## config.mk

```make
export PLATFORM = sky130hd
export DESIGN_NAME = pwm_seq_flat
export DESIGN_NICKNAME = d
export VERILOG_FILES = /design/src/rtl/pwm_seq_pkg.sv /design/src/rtl/pwm_seq_if.sv /design/src/rtl/pwm_seq_ram.sv /design/src/rtl/pwm_seq.sv /design/src/flat_wrapper.sv
export SDC_FILE = /design/constraint.sdc
export NUM_CORES = 1
export LEC_CHECK = 0
export BUFFER_PORTS_ARGS = -buffer_cell sky130_fd_sc_hd__buf_4
export CAP_MARGIN = 5
export CORE_MARGIN = 5
export CORE_UTILIZATION = 30
export DETAILED_ROUTE_END_ITERATION = 10
export PLACE_DENSITY_LB_ADDON = 0.05
export SETUP_SLACK_MARGIN = 0.2
export SLEW_MARGIN = 20
export SYNTH_ARGS = -nofsm -noshare
export SYNTH_HDL_FRONTEND = slang
export SYNTH_SLANG_ARGS = --single-unit
```

## constraint.sdc

```tcl
create_clock -name clk -period 8.8 [get_ports clk]
set_input_delay 1.32 -clock clk [delete_from_list [all_inputs] [get_ports clk]]
set_output_delay 1.32 -clock clk [all_outputs]
set_load 0.01 [all_outputs]
```

## src/rtl/pwm_seq_pkg.sv

```systemverilog
// Shared types for the pattern-table sample sequencer.
//   pwm_seq_st_t  : sequencer FSM state
//   MODE_ONESHOT  : play entries 0..cfg_len once, then return to IDLE
//   MODE_LOOP     : wrap from cfg_len back to 0 until stopped
package pwm_seq_pkg;

   typedef enum logic [1:0] {
      IDLE  = 2'd0,
      FETCH = 2'd1,
      RUN   = 2'd2
   } pwm_seq_st_t;

   localparam logic MODE_ONESHOT = 1'b0;
   localparam logic MODE_LOOP    = 1'b1;

endpackage

```

## src/rtl/pwm_seq_if.sv

```systemverilog
// Sample stream between the sequencer and pwm/pdm.
//   str_dat : CHN x DWC samples, channel 0 in the low bits
//   str_vld : beat valid (source)
//   str_rdy : beat accept (sink)
interface pwm_seq_if #(
   parameter int DWC = 4,
   parameter int CHN = 4
);
   logic [CHN-1:0][DWC-1:0] str_dat;
   logic                    str_vld;
   logic                    str_rdy;

   modport master (output str_dat, output str_vld, input str_rdy);
   modport slave  (input str_dat, input str_vld, output str_rdy);
endinterface

```

## src/rtl/pwm_seq_ram.sv

```systemverilog
// Pattern table: simple dual-port RAM, synchronous read, read-first on a
// same-address collision. Contents are not reset.
//   clk      : clock
//   wr_en_i  : write strobe
//   wr_adr_i : write address
//   wr_dat_i : write data
//   rd_adr_i : read address, sampled every cycle
//   rd_dat_o : data at rd_adr_i from the previous cycle
module pwm_seq_ram #(
   parameter int AW = 4,
   parameter int DW = 16
) (
   input  logic          clk,
   input  logic          wr_en_i,
   input  logic [AW-1:0] wr_adr_i,
   input  logic [DW-1:0] wr_dat_i,
   input  logic [AW-1:0] rd_adr_i,
   output logic [DW-1:0] rd_dat_o
);

   logic [DW-1:0] mem [2**AW];

   always_ff @(posedge clk) begin
      if (wr_en_i) begin
         mem[wr_adr_i] <= wr_dat_i;
      end
      rd_dat_o <= mem[rd_adr_i];
   end

endmodule

```

## src/rtl/pwm_seq.sv

```systemverilog
// Table-driven sample sequencer feeding the pwm/pdm stream.
//   clk, rstn                  : clock, async active-low reset
//   ctl_start, ctl_stop        : control pulses
//   cfg_len, cfg_mode, cfg_rpt : last entry, one-shot/loop, beats per entry - 1
//   wr_en, wr_adr, wr_dat      : table write port
//   str                        : sample stream (master side)
//   sts_busy, sts_ptr          : running flag, index of entry on str_dat
//
// state | meaning
// IDLE  | waiting for start; str_dat keeps the last beat
// FETCH | one cycle: load entry 0 into the output register
// RUN   | presenting entries, each for cfg_rpt+1 beats
module pwm_seq
   import pwm_seq_pkg::*;
#(
   parameter int DWC = 4,
   parameter int CHN = 4,
   parameter int AW  = 4,
   parameter int CNW = 8
) (
   input  logic               clk,
   input  logic               rstn,
   input  logic               ctl_start,
   input  logic               ctl_stop,
   input  logic [AW-1:0]      cfg_len,
   input  logic               cfg_mode,
   input  logic [CNW-1:0]     cfg_rpt,
   input  logic               wr_en,
   input  logic [AW-1:0]      wr_adr,
   input  logic [CHN*DWC-1:0] wr_dat,
   pwm_seq_if.master          str,
   output logic               sts_busy,
   output logic [AW-1:0]      sts_ptr
);

   localparam int DW = CHN * DWC;

   pwm_seq_st_t  state_q, state_d;
   logic [AW-1:0]  len_q, len_d;
   logic           mode_q, mode_d;
   logic [CNW-1:0] rpt_q, rpt_d;
   logic [CNW-1:0] rpt_cnt_q, rpt_cnt_d;
   logic [AW-1:0]  nxt_q, nxt_d;
   logic [AW-1:0]  ptr_q, ptr_d;
   logic [DW-1:0]  dat_q, dat_d;
   logic           vld_q, vld_d;
   logic           stop_pend_q, stop_pend_d;

   logic [AW-1:0]  rd_adr;
   logic [DW-1:0]  mem_q;
   logic           start_ok, beat, advance, finish;

   function automatic logic [AW-1:0] next_idx(input logic [AW-1:0] p);
      return (p == len_q) ? '0 : p + 1'b1;
   endfunction

   pwm_seq_ram #(.AW(AW), .DW(DW)) u_ram (
      .clk      (clk),
      .wr_en_i  (wr_en),
      .wr_adr_i (wr_adr),
      .wr_dat_i (wr_dat),
      .rd_adr_i (rd_adr),
      .rd_dat_o (mem_q)
   );

   assign start_ok = ctl_start & ~ctl_stop;
   assign beat     = vld_q & str.str_rdy;
   assign advance  = (state_q == RUN) & beat & (rpt_cnt_q == rpt_q);
   // A stop requested in this very cycle still counts if its beat lands now.
   assign finish   = (state_q == RUN) & beat &
                     (stop_pend_q | ctl_stop |
                      (advance & (mode_q == MODE_ONESHOT) & (ptr_q == len_q)));

   always_ff @(posedge clk or negedge rstn) begin
      if (!rstn) begin
         state_q     <= IDLE;
         len_q       <= '0;
         mode_q      <= MODE_ONESHOT;
         rpt_q       <= '0;
         rpt_cnt_q   <= '0;
         nxt_q       <= '0;
         ptr_q       <= '0;
         dat_q       <= '0;
         vld_q       <= 1'b0;
         stop_pend_q <= 1'b0;
      end else begin
         state_q     <= state_d;
         len_q       <= len_d;
         mode_q      <= mode_d;
         rpt_q       <= rpt_d;
         rpt_cnt_q   <= rpt_cnt_d;
         nxt_q       <= nxt_d;
         ptr_q       <= ptr_d;
         dat_q       <= dat_d;
         vld_q       <= vld_d;
         stop_pend_q <= stop_pend_d;
      end
   end

   always_comb begin
      state_d = state_q;
      case (state_q)
         IDLE:    if (start_ok) state_d = FETCH;
         FETCH:   state_d = RUN;
         RUN:     if (finish) state_d = IDLE;
         default: state_d = IDLE;
      endcase
   end

   // rd_adr always targets the entry that will be needed at the next
   // advance, so mem_q holds table[nxt_q] and entries follow with no bubble.
   always_comb begin
      len_d       = len_q;
      mode_d      = mode_q;
      rpt_d       = rpt_q;
      rpt_cnt_d   = rpt_cnt_q;
      nxt_d       = nxt_q;
      ptr_d       = ptr_q;
      dat_d       = dat_q;
      vld_d       = vld_q;
      stop_pend_d = stop_pend_q;
      rd_adr      = nxt_q;
      case (state_q)
         IDLE: begin
            rd_adr = '0;
            if (start_ok) begin
               len_d       = cfg_len;
               mode_d      = (cfg_mode == MODE_LOOP) ? MODE_LOOP : MODE_ONESHOT;
               rpt_d       = cfg_rpt;
               stop_pend_d = 1'b0;
            end
         end
         FETCH: begin
            dat_d       = mem_q;
            ptr_d       = '0;
            vld_d       = 1'b1;
            rpt_cnt_d   = '0;
            nxt_d       = next_idx('0);
            rd_adr      = next_idx('0);
            stop_pend_d = stop_pend_q | ctl_stop;
         end
         RUN: begin
            stop_pend_d = stop_pend_q | ctl_stop;
            if (finish) begin
               vld_d       = 1'b0;
               stop_pend_d = 1'b0;
            end else if (advance) begin
               rpt_cnt_d = '0;
               ptr_d     = nxt_q;
               dat_d     = mem_q;
               nxt_d     = next_idx(nxt_q);
               rd_adr    = next_idx(nxt_q);
            end else if (beat) begin
               rpt_cnt_d = rpt_cnt_q + 1'b1;
            end
         end
         default: ;
      endcase
   end

   assign str.str_dat = dat_q;
   assign str.str_vld = vld_q;
   assign sts_busy    = (state_q != IDLE);
   assign sts_ptr     = ptr_q;

endmodule

```

## src/flat_wrapper.sv

```systemverilog
// flat-port wrapper written by rule: the top's interface ports become plain ports
module pwm_seq_flat import pwm_seq_pkg::*;
#(
   parameter int DWC = 4,
   parameter int CHN = 4,
   parameter int AW  = 4,
   parameter int CNW = 8
)
  (clk, rstn, ctl_start, ctl_stop, cfg_len, cfg_mode, cfg_rpt, wr_en, wr_adr, wr_dat, sts_busy, sts_ptr, str_str_dat, str_str_vld, str_str_rdy);
  pwm_seq_if #(.DWC(DWC), .CHN(CHN)) str_i ();
  input  logic clk;
  input  logic rstn;
  input  logic ctl_start;
  input  logic ctl_stop;
  input  logic [AW-1:0] cfg_len;
  input  logic cfg_mode;
  input  logic [CNW-1:0] cfg_rpt;
  input  logic wr_en;
  input  logic [AW-1:0] wr_adr;
  input  logic [CHN*DWC-1:0] wr_dat;
  output logic sts_busy;
  output logic [AW-1:0] sts_ptr;
  output wire logic [$bits(str_i.str_dat)-1:0] str_str_dat;
  output wire logic [$bits(str_i.str_vld)-1:0] str_str_vld;
  input wire logic [$bits(str_i.str_rdy)-1:0] str_str_rdy;
  assign str_str_dat = str_i.str_dat;
  assign str_str_vld = str_i.str_vld;
  assign str_i.str_rdy = str_str_rdy;
  pwm_seq #(.DWC(DWC), .CHN(CHN), .AW(AW), .CNW(CNW)) u_core (.clk(clk), .rstn(rstn), .ctl_start(ctl_start), .ctl_stop(ctl_stop), .cfg_len(cfg_len), .cfg_mode(cfg_mode), .cfg_rpt(cfg_rpt), .wr_en(wr_en), .wr_adr(wr_adr), .wr_dat(wr_dat), .str(str_i), .sts_busy(sts_busy), .sts_ptr(sts_ptr));
endmodule
```

## Yosys cells after proc, flatten, opt, wreduce, memory -nomap -nowiden

Memory sizes are Yosys's and may differ from the RTL's. A register that Yosys moved wholly into a read port is not among the register bits.
Cells that the tools add are included.

| storage, ports and cells | value |
|---|---|
| bits in writable memories | 256 |
| register bits | 49 |
| memories kept | 1 |
| logic and storage cells | 72 |
| output and inout bits | 22 |

| operators by class | value |
|---|---|
| bitwise logic cells | 11 |
| add/sub/neg operators | 2 |
| muxes and demuxes | 27 |
| eq/ne operators | 10 |
| reductions and logical operators | 11 |

Memories:

| name | words | width | read ports | clocked after Yosys merged registers in | wr ports | RTL line | RTL |
|---|---|---|---|---|---|---|---|
| u_core.u_ram.mem | 16 | 16 | 1 | 1 | 1 | pwm_seq_ram.sv:21 | `logic [DW-1:0] mem [2**AW];` |

Operator list:

| kind | number |
|---|---|
| $mux 16 | 2 |
| $pmux 16 s2 | 1 |
| $mux 8 | 3 |
| $mux 4 | 5 |
| $pmux 4 s2 | 2 |
| $pmux 8 s2 | 1 |
| $pmux 4 s3 | 1 |
| $add 8x1->8 const B | 1 |
| $eq 4x4->1 | 2 |
| $eq 8x8->1 | 1 |
| $reduce_and 2->1 | 4 |
| $and 1x1->1 | 7 |
| $mux 1 | 7 |
| $ne 2x1->1 const B | 3 |
| $pmux 2 s3 | 1 |
| $reduce_and 3->1 | 2 |
| $add 4x1->4 const B | 1 |
| $logic_not 4->1 | 1 |
| $mux 2 | 2 |
| $reduce_bool 2->1 | 2 |
| $ne 3x1->1 const B | 1 |
| $pmux 1 s3 | 1 |
| $reduce_bool 3->1 | 1 |
| $eq 2x1->1 const B | 1 |
| 6 further kinds | 8 |

## Logic depth before layout (Yosys ltp)

Gate-level depths: netlist (run 1).

| depth | value |
|---|---|
| depth in word-level cells | 9 |
| gate-level depth with buffers | 14 |
| mapped depth without buffers | 11 |

## Modules after synthesis

Synthesis (run 1) repeated with hierarchy kept, for this count alone.

| second synthesis, totals | value |
|---|---|
| cells, all modules | 661 |
| area total of the unflattened synthesis | 12655.9 µm² |

Modules (own cells, without submodules):

| module | cells an instance | area an instance (µm²) | times used |
|---|---|---|---|
| pwm_seq_ram | 432 | 10042.1 | 1 |
| pwm_seq | 229 | 2613.8 | 1 |

## Worst setup path before layout (run 1)

Ideal clock, no wire load.

| timing path | value |
|---|---|
| path kind | input -> register |
| start | in wr_adr[2] |
| end | mem u_core.u_ram.mem[0][0] (enable) |
| stages | 2 |
| arrival time | 2966 ps |
| path slack | 5425 ps |
| required time | 8391 ps |
| setup time | 409 ps |
| path buffers | 0 |
| cell sequence | or3b_2 -> nor3_1 |

RTL lines:

| element | RTL line | RTL |
|---|---|---|
| start: declaration | flat_wrapper.sv:19 | `input logic [AW-1:0] wr_adr;` |
| end: declaration | pwm_seq_ram.sv:21 |  |

No word-level cell before the write port.

## Final worst setup path (run 1)

| timing path | value |
|---|---|
| start | reg u_core.state_q[0] |
| end | reg u_core.u_ram.rd_dat_o[10], read port of u_core.u_ram.mem |

| between the ends | value |
|---|---|
| cells in the longest elaborated chain, start to end | 9 |
| elaborated cells between the ends (all ways) | 12 |
| classes of those cells | 2 x eq/ne; 3 x mux; 6 x bitwise; 1 x reduce/logical |

RTL lines:

| element | RTL line | RTL |
|---|---|---|
| start: declaration | pwm_seq.sv:38 | `pwm_seq_st_t state_q, state_d;` |
| start signal: assignment | pwm_seq.sv:87 | `state_q <= state_d;` |
| $eq 2x2->1 | pwm_seq.sv:68, pwm_seq.sv:70, pwm_seq.sv:123 |  |
| $and 1x1->1 | pwm_seq.sv:68, pwm_seq.sv:70 |  |
| $and 1x1->1 | pwm_seq.sv:68 | `assign advance = (state_q == RUN) & beat & (rpt_cnt_q == rpt_q);` |
| $and 1x1->1 (2 in series) | pwm_seq.sv:72 | `(advance & (mode_q == MODE_ONESHOT) & (ptr_q == len_q)));` |
| $or 1x1->1 | pwm_seq.sv:71 | `(stop_pend_q \| ctl_stop \|` |
| $and 1x1->1 | pwm_seq.sv:70 | `assign finish = (state_q == RUN) & beat &` |
| $mux 4 | pwm_seq.sv:144 | `if (finish) begin` |
| $pmux 4 s3 (*) | pwm_seq.sv:123 | `case (state_q)` |
| end: declaration | pwm_seq_ram.sv:18 | `output logic [DW-1:0] rd_dat_o` |

Mark *: on every way between the ends. The rest lies on a longest branch, timed or not.
A chain may end at the register's enable or synchronous reset.

==> summary.txt, run 1 <==
Final layout
  – Synthesis-to-finish area growth: 18.9%
  – FILL cells: 4202
  – Final core area utilization: 0.360
  – ANT cells: 0
  – Layout cells sized above 1: 0.174
  – NumNets Final: 1059

Clock tree
  – Post-CTS Resized: 0
  – Worst-skew pair later-pin latency: 560 ps
  – CTS root buffer: clkbuf_16
  – Post-CTS setup buffer count: 0
  – CTS Hold Bufs: 0
  – Worst-path clk slew: 60 ps
  – CTS Buf Count: 39
  – Clock Sink Count: 321
  – H-tree levels: 2
  – CTS max path bufs: 3
  – CTS tree: built

Routing
  – Via-to-Cell Ratio: 4.71
  – Routed WL: 35700 um
  – DRC viols: 0
  – Drt wl/cell: 21.9 um
  – Initial drt markers: 493
  – Vias: 7673
  – Final ANT Viol Nets: 0
  – Detailed-router iteration count before antenna repair: 4

Die
  – Site Rows: 76
  – Die ar.: 0.0478 mm2
  – # IOs: 61
  – Chip width: 219 um
  – Initial Utilization: 0.303
  – Core area: 0.0431 mm2
  – Die Span Y: 219 um

Logic synthesis
  – EDFF count, synth: 256
  – Synth area leaders: edfxtp_1, dfrtp_1, mux2i_1
  – Top FF cell, synth: edfxtp_1
  – Syn Nets: 991
  – Yosys reg bits: 321
  – Top cell type's share of synthesized area: 0.589
  – Biggest area consumer among synthesized cells: edfxtp_1
  – Post-synth top cells: edfxtp_1, nand2_1, mux2i_1
  – Netlist cell types: 55
  – Syn Area/Cell: 13.8 um2
  – Fraction of registers with async set/reset: 0.153
  – Yosys warning total: 0
  – Most common cell in the netlist: edfxtp_1
  – Post-Syn Area: 0.0131 mm2
  – Post-synthesis cell count: 946
  – Register area share after synthesis: 0.707

STA
  – Final worst path period need: 4400 ps
  – Fmax: 227 MHz
  – Total negative setup slack: 0 ps
  – Slew headroom: 0.306
  – Clock skew: 20.6 ps
  – Fin. max-slew vios: 0
  – Hold Violations, Final: 0
  – Fin crit share: 0.500
  – Worst Max-Slew Pin Slew: 1040 ps
  – Hold Slack: 418 ps
  – Unrepaired setup endpoints after global routing: no
  – Final setup violation count: 0

Place
  – IO Port Bufs: 60
  – Post-detail-place hpwl: 19200 um
  – GPL Wtd Cong: 0.697

Global route
  – Largest net degree at the start of global routing: 65
  – Overall routing resource usage: 0.151
  – First-pass GRT wire length: 52900 um
  – Total congestion overflow: 0
  – Antenna violations before repair: 0
  – Vias in the first global route: 7813

Critical path
  – Critical path class: reg -> reg
  – Max Fanout on Critical Path: 58
  – Req. time, crit path: 9190 ps
  – Critical Path End Type: flip-flop
  – Crit-path max cell delay: 800 ps
  – CP Cell Sequence: inv_1, ha_1, inv_1, nor2_1, nand4_1, nand3_4, buf_4, mux2i_1, mux2i_1, a22oi_1, o221ai_1
  – Startpoint Class: flip-flop
  – Arr. time, crit path: 4790 ps
  – Critical path's slowest cell: buf_4

Power and ir drop
  – Leakage Power: 5.68 nW
  – Power Density: 281 mW/mm2
  – Worst vdd ir: 0.139 mV

Hold path
  – Hold Crit Class: reg -> reg

Run
  – Max_cap viols: 0

Status
  – Status: finished, final reports clean
## path summary, 6_finish.rpt
kind / end / slack [ps] / depth (start not counted) / startpoint
worst min-delay path: u_core.str.str_dat[3] / 420 / 2 / u_core.u_ram.rd_dat_o[3]
worst max register to register: u_core.u_ram.rd_dat_o[10] / 4400 / 11 / u_core.state_q[0]
max in group asynchronous: u_core.str.str_dat[10] / 7440 / 1 / rstn
worst max-delay path: u_core.u_ram.rd_dat_o[10] / 4400 / 11 / u_core.state_q[0]
min in group asynchronous: u_core.nxt_q[2] / 830 / 1 / rstn
worst min register to register: u_core.str.str_dat[3] / 420 / 2 / u_core.u_ram.rd_dat_o[3]
## final cells by class
type	count	area [um2]	share of cell area
Sequential cell	321	9230	0.595
Tap cell	585	732	0.0471
Multi-Input combinational cell	572	3710	0.239
Clock inverter	28	282	0.0181
Clock buffer	44	1000	0.0647
Inverter	9	33.8	0.00218
Timing Repair Buffer	71	533	0.0343
## state kept, by name (all words and copies together), names as in the netlist
name	count
u_core.u_ram.mem	256
u_core.str.str_dat	16
u_core.u_ram.rd_dat_o	16
u_core.rpt_cnt_q	8
u_core.rpt_q	8
u_core.len_q	4
u_core.nxt_q	4
u_core.sts_ptr	4
u_core.state_q	2
u_core.mode_q	1
u_core.stop_pend_q	1
u_core.str.str_vld	1
## power by group
part	internal, mW	leakage, nW	total [mW]	switching (mW)
combinational	0.335	1.98	0.878	0.543
clock	0.948	0.635	1.61	0.659
sequential	1.78	3.07	1.88	0.0987
total	3.06	5.68	4.36	1.30
## cells in the final DEF, fill, tap and decap left out, drive strengths merged, types with 4 or more instances in the layout
cell    instances
inv            11
and3            7
o21ai          41
clkinv         21
clkbuf         44
ha              6
o221ai         17
bufinv          4
a22oi          16
nor3            4
xor2           20
nand3          44
mux2i          96
nor2           36
nand2         225
dfxtp          16
mux2           15
dfrtp          49
edfxtp        256
buf            71
nor4            4
## logic make-up after synthesis
logic type               Yosys count  share of synthesized area
AND/OR/NAND/NOR                  338                      0.114
flip-flops                       321                      0.707
multiplexers                     111                     0.0865
AO/OA/AOI/OAI                     96                     0.0534
buffers and inverters             53                     0.0190
XOR/XNOR                          21                     0.0141
adder cells (fa/ha/maj)            6                    0.00575
## per-layer routing
metal | global-route usage | up-vias | wire length (um) | part of all wire
met5 | 0 | - | 0 | 0
met2 | 0.237 | 128 | 16300 | 0.46
met1 | 0.215 | 3887 | 17400 | 0.49
met3 | 0.0273 | 43 | 1380 | 0.039
met4 | 0.0410 | 0 | 612 | 0.017
li1 | - | 3615 | - | -
## through the flow
stage	instances	setup WS (ps)	area, um2	power, mW
floorplan	946	5420	13100	2.48
global placement	1558	4200	14200	2.81
detailed placement	1558	4230	14200	2.82
CTS	1630	4330	15500	4.45
global route	1630	3990	15500	4.61
finish	1630	4400	15500	4.36
## critical path: cells and delay by family, from the launching register on
family	cells	cell delay [ps]
buf+inv	3	1210
simple gates	3	1320
compound gates	2	360
flops	1	410
mux	2	410
fa+ha+maj	1	450
Power figures use the tool's default switching activity.
==> run 2: changes to the inputs <==
Settings changed: ABC_AREA from default to 1.
Clock period 8.8 ns to 4.52 ns, I/O delays scaled along.
==> run 2 against run 1 <==
  * Synthesized area increased by 8.0%
  * Flip-flop and latch count unchanged
  * Routed wire length increased by 17%
  * Sequential share of layout area decreased by 3.7 points
  * Largest cell class unchanged
  * Largest power group unchanged
==> summary.txt, run 2 <==
Critical path
  – R2R cell count: 18 (was 11)
  – RR Endpoint: u_core.u_ram.rd_dat_o[4] (was u_core.u_ram.rd_dat_o[10])
  – Crit-path max cell delay: 440 ps (was 800 ps)
  – Max Fanout on Critical Path: 55 (was 58)
  – CP Cell Sequence: inv_1, ha_1, inv_4, nor2_8, nand3_1, nor2_2, nand3_1, nand2_2, nand2_4, nand3_2, nand3_4, nand2_4, buf_12, nand2_1, nand3_1, nand3_1, nand3_1, nand2_1 (was inv_1, ha_1, inv_1, nor2_1, nand4_1, nand3_4, buf_4, mux2i_1, mux2i_1, a22oi_1, o221ai_1)
  – Most numerous cell on the critical path: nand3_1
  – Worst R2R Start: u_core.state_q[0] (unchanged)
  – Critical path class: reg -> reg (unchanged)
  – Critical Path End Type: flip-flop (unchanged)
  – Reg2Reg Setup Slack: 1220 ps (was 4400 ps)
  – Arr. time, crit path: 3750 ps (was 4790 ps)
  – Startpoint Class: flip-flop (unchanged)
  – Req. time, crit path: 4970 ps (was 9190 ps)
  – Critical path's slowest cell: nand2_4 (was buf_4)

Routing
  – Via-to-Cell Ratio: 4.63 (was 4.71)
  – Drt wl/cell: 19.9 um (was 21.9 um)
  – Detailed-router iteration count before antenna repair: 5 (was 4)
  – Vias: 9756 (was 7673)
  – DRC viols: 0 (unchanged)
  – Routed WL: 41800 um (was 35700 um)
  – Initial drt markers: 668 (was 493)
  – Final ANT Viol Nets: 0 (unchanged)

Logic synthesis
  – Top FF cell, synth: edfxtp_1 (unchanged)
  – EDFF count, synth: 256 (unchanged)
  – Netlist cell types: 34 (was 55)
  – Synth area leaders: edfxtp_1, nand3_1, nand2_1 (was edfxtp_1, dfrtp_1, mux2i_1)
  – Yosys reg bits: 321 (unchanged)
  – Post-synthesis cell count: 1415 (was 946)
  – Most common cell in the netlist: nand2_1 (was edfxtp_1)
  – Top cell type's share of synthesized area: 0.545 (was 0.589)
  – Fraction of registers with async set/reset: 0.153 (unchanged)
  – Post-Syn Area: 0.0141 mm2 (was 0.0131 mm2)
  – Post-synth top cells: nand2_1, nand3_1, edfxtp_1 (was edfxtp_1, nand2_1, mux2i_1)
  – Syn Area/Cell: 9.97 um2 (was 13.8 um2)
  – Syn Nets: 1460 (was 991)
  – Biggest area consumer among synthesized cells: edfxtp_1 (unchanged)
  – Yosys warning total: 0 (unchanged)
  – Register area share after synthesis: 0.655 (was 0.707)

STA
  – Fin. max-slew vios: 0 (unchanged)
  – Fin crit share: 0.731 (was 0.500)
  – Setup ws final: 1220 ps (was 4400 ps)
  – Hold Slack: 141 ps (was 418 ps)
  – Hold Violations, Final: 0 (unchanged)
  – Final setup violation count: 0 (unchanged)
  – Total negative setup slack: 0 ps (unchanged)
  – Fmax: 303 MHz (was 227 MHz)
  – Clock skew: 25.8 ps (was 20.6 ps)
  – Unrepaired setup endpoints after global routing: no (unchanged)
  – Worst Max-Slew Pin Slew: 954 ps (was 1040 ps)
  – Slew headroom: 0.362 (was 0.306)
  – Final worst path period need: 3300 ps (was 4400 ps)

Place
  – Post-Place Worst Slack: 1160 ps (was 4230 ps)
  – IO Port Bufs: 60 (unchanged)
  – Placed Area: 0.0152 mm2 (was 0.0142 mm2)
  – Dpl cells: 2033 (was 1558)
  – Post-detail-place hpwl: 23400 um (was 19200 um)
  – GPL Wtd Cong: 0.796 (was 0.697)

Run
  – Max_cap viols: 0 (unchanged)

Die
  – Chip width: 227 um (was 219 um)
  – # IOs: 61 (unchanged)
  – Initial Utilization: 0.303 (about the same)
  – Die Span Y: 227 um (was 219 um)
  – Core area: 0.0466 mm2 (was 0.0431 mm2)
  – Die ar.: 0.0514 mm2 (was 0.0478 mm2)
  – Site Rows: 79 (was 76)

Final layout
  – Commonest cells after routing, fill and taps aside: nand2_1, nand3_1, edfxtp_1 (was edfxtp_1, nand2_1, mux2i_1)
  – Layout cells sized above 1: 0.119 (was 0.174)
  – Commonest non-fill, non-tap cell in the layout: nand2_1 (was edfxtp_1)
  – Number of flip-flops in the largest register: 256 (unchanged)
  – Synthesis-to-finish area growth: 17.5% (was 18.9%)
  – Final Instance Area: 0.0166 mm2 (was 0.0155 mm2)
  – Final core area utilization: 0.356 (was 0.360)
  – NumNets Final: 1513 (was 1059)
  – Finished Layout Cells: 2108 (was 1630)
  – Largest Register: u_core.u_ram.mem (unchanged)

Clock tree
  – Worst-skew pair later-pin latency: 570 ps (was 560 ps)
  – CTS Hold Bufs: 0 (unchanged)
  – Post-CTS Resized: 0 (unchanged)
  – CTS tree: built (unchanged)
  – CTS root buffer: clkbuf_16 (unchanged)
  – CTS max path bufs: 3 (unchanged)
  – CTS Buf Count: 40 (was 39)
  – Post-CTS setup buffer count: 0 (unchanged)
  – Clock Sink Count: 321 (unchanged)
  – Worst-path clk slew: 60 ps (about the same)
  – H-tree levels: 2 (unchanged)

Power and ir drop
  – Worst vdd ir: 0.447 mV (was 0.139 mV)
  – Power Density: 641 mW/mm2 (was 281 mW/mm2)
  – Leakage Power: 7.04 nW (was 5.68 nW)
  – Tot Pwr: 10.6 mW (was 4.36 mW)

Global route
  – Antenna violations before repair: 1 (was 0)
  – Total congestion overflow: 0 (unchanged)
  – Vias in the first global route: 9726 (was 7813)
  – Largest net degree at the start of global routing: 129 (was 65)
  – Overall routing resource usage: 0.164 (was 0.151)
  – First-pass GRT wire length: 63000 um (was 52900 um)

Status
  – Status: finished, final reports clean (unchanged)

Hold path
  – Hold Crit Class: in -> async (was reg -> reg)
## run 2: cell count changes after synthesis, moves of 13 or more
cell      change
nand3_1     +265
nand2_1     +188
inv_1       +164
mux2i_1      -96
o21ai_0      -23
a21oi_1      +20
buf_2        +17
o221ai_1     -17
a22oi_1      -16
xor2_1       -16
mux2_2       -13
nor2_1       +13
## run 2: critical path: cells and delay by family (launching register included)
family	cells	cell delay, ps
AND/OR/NAND/NOR	14	1710
buffers and inverters	3	560
adder cells (fa/ha/maj)	1	430
flip-flops	1	400
## run 2: final cells by class
cell class	count	area, um2
inverters	177	667
repair buffers	83	689
fillers	4710	30000
multi-input cells	845	3890
clock inverters	12	141
flip-flops and latches	321	9230
well taps	607	759
diodes	1	2.50
clock buffers	62	1170
## run 2: power breakdown
group | leakage (nW) | internal (mW) | switching [mW]
logic | 3.34 | 1.16 | 2.51
clock network | 0.644 | 1.91 | 1.29
registers | 3.05 | 3.50 | 0.238
## run 2: worst max-delay path by stage
stage	slack (ps)	startpoint	cells past startpoint	end
6_report	1220	u_core.state_q[0]	18	u_core.u_ram.rd_dat_o[4]
5_1_grt	860	u_core.state_q[0]	18	u_core.u_ram.rd_dat_o[4]
4_1_cts	1140	u_core.state_q[0]	18	u_core.u_ram.rd_dat_o[10]
3_5_place_dp	1160	u_core.state_q[0]	18	u_core.u_ram.rd_dat_o[15]
3_3_place_gp	1250	u_core.state_q[0]	18	u_core.u_ram.rd_dat_o[3]
2_1_floorplan	2210	u_core.state_q[0]	20	u_core.u_ram.rd_dat_o[14]
## run 2: logic make-up after synthesis
kind of cell | share of synthesized area
buf+inv | 0.0759
simple gates | 0.242
flops | 0.655
mux | 0.00160
fa+ha+maj | 0.00532
compound gates | 0.0161
xor+xnor | 0.00435
## run 2: per-layer routing
metal / GRT usage / share of wire
met1: 0.219 / 0.45
met5: 0 / 0
met3: 0.0322 / 0.047
met2: 0.275 / 0.48
met4: 0.0425 / 0.021
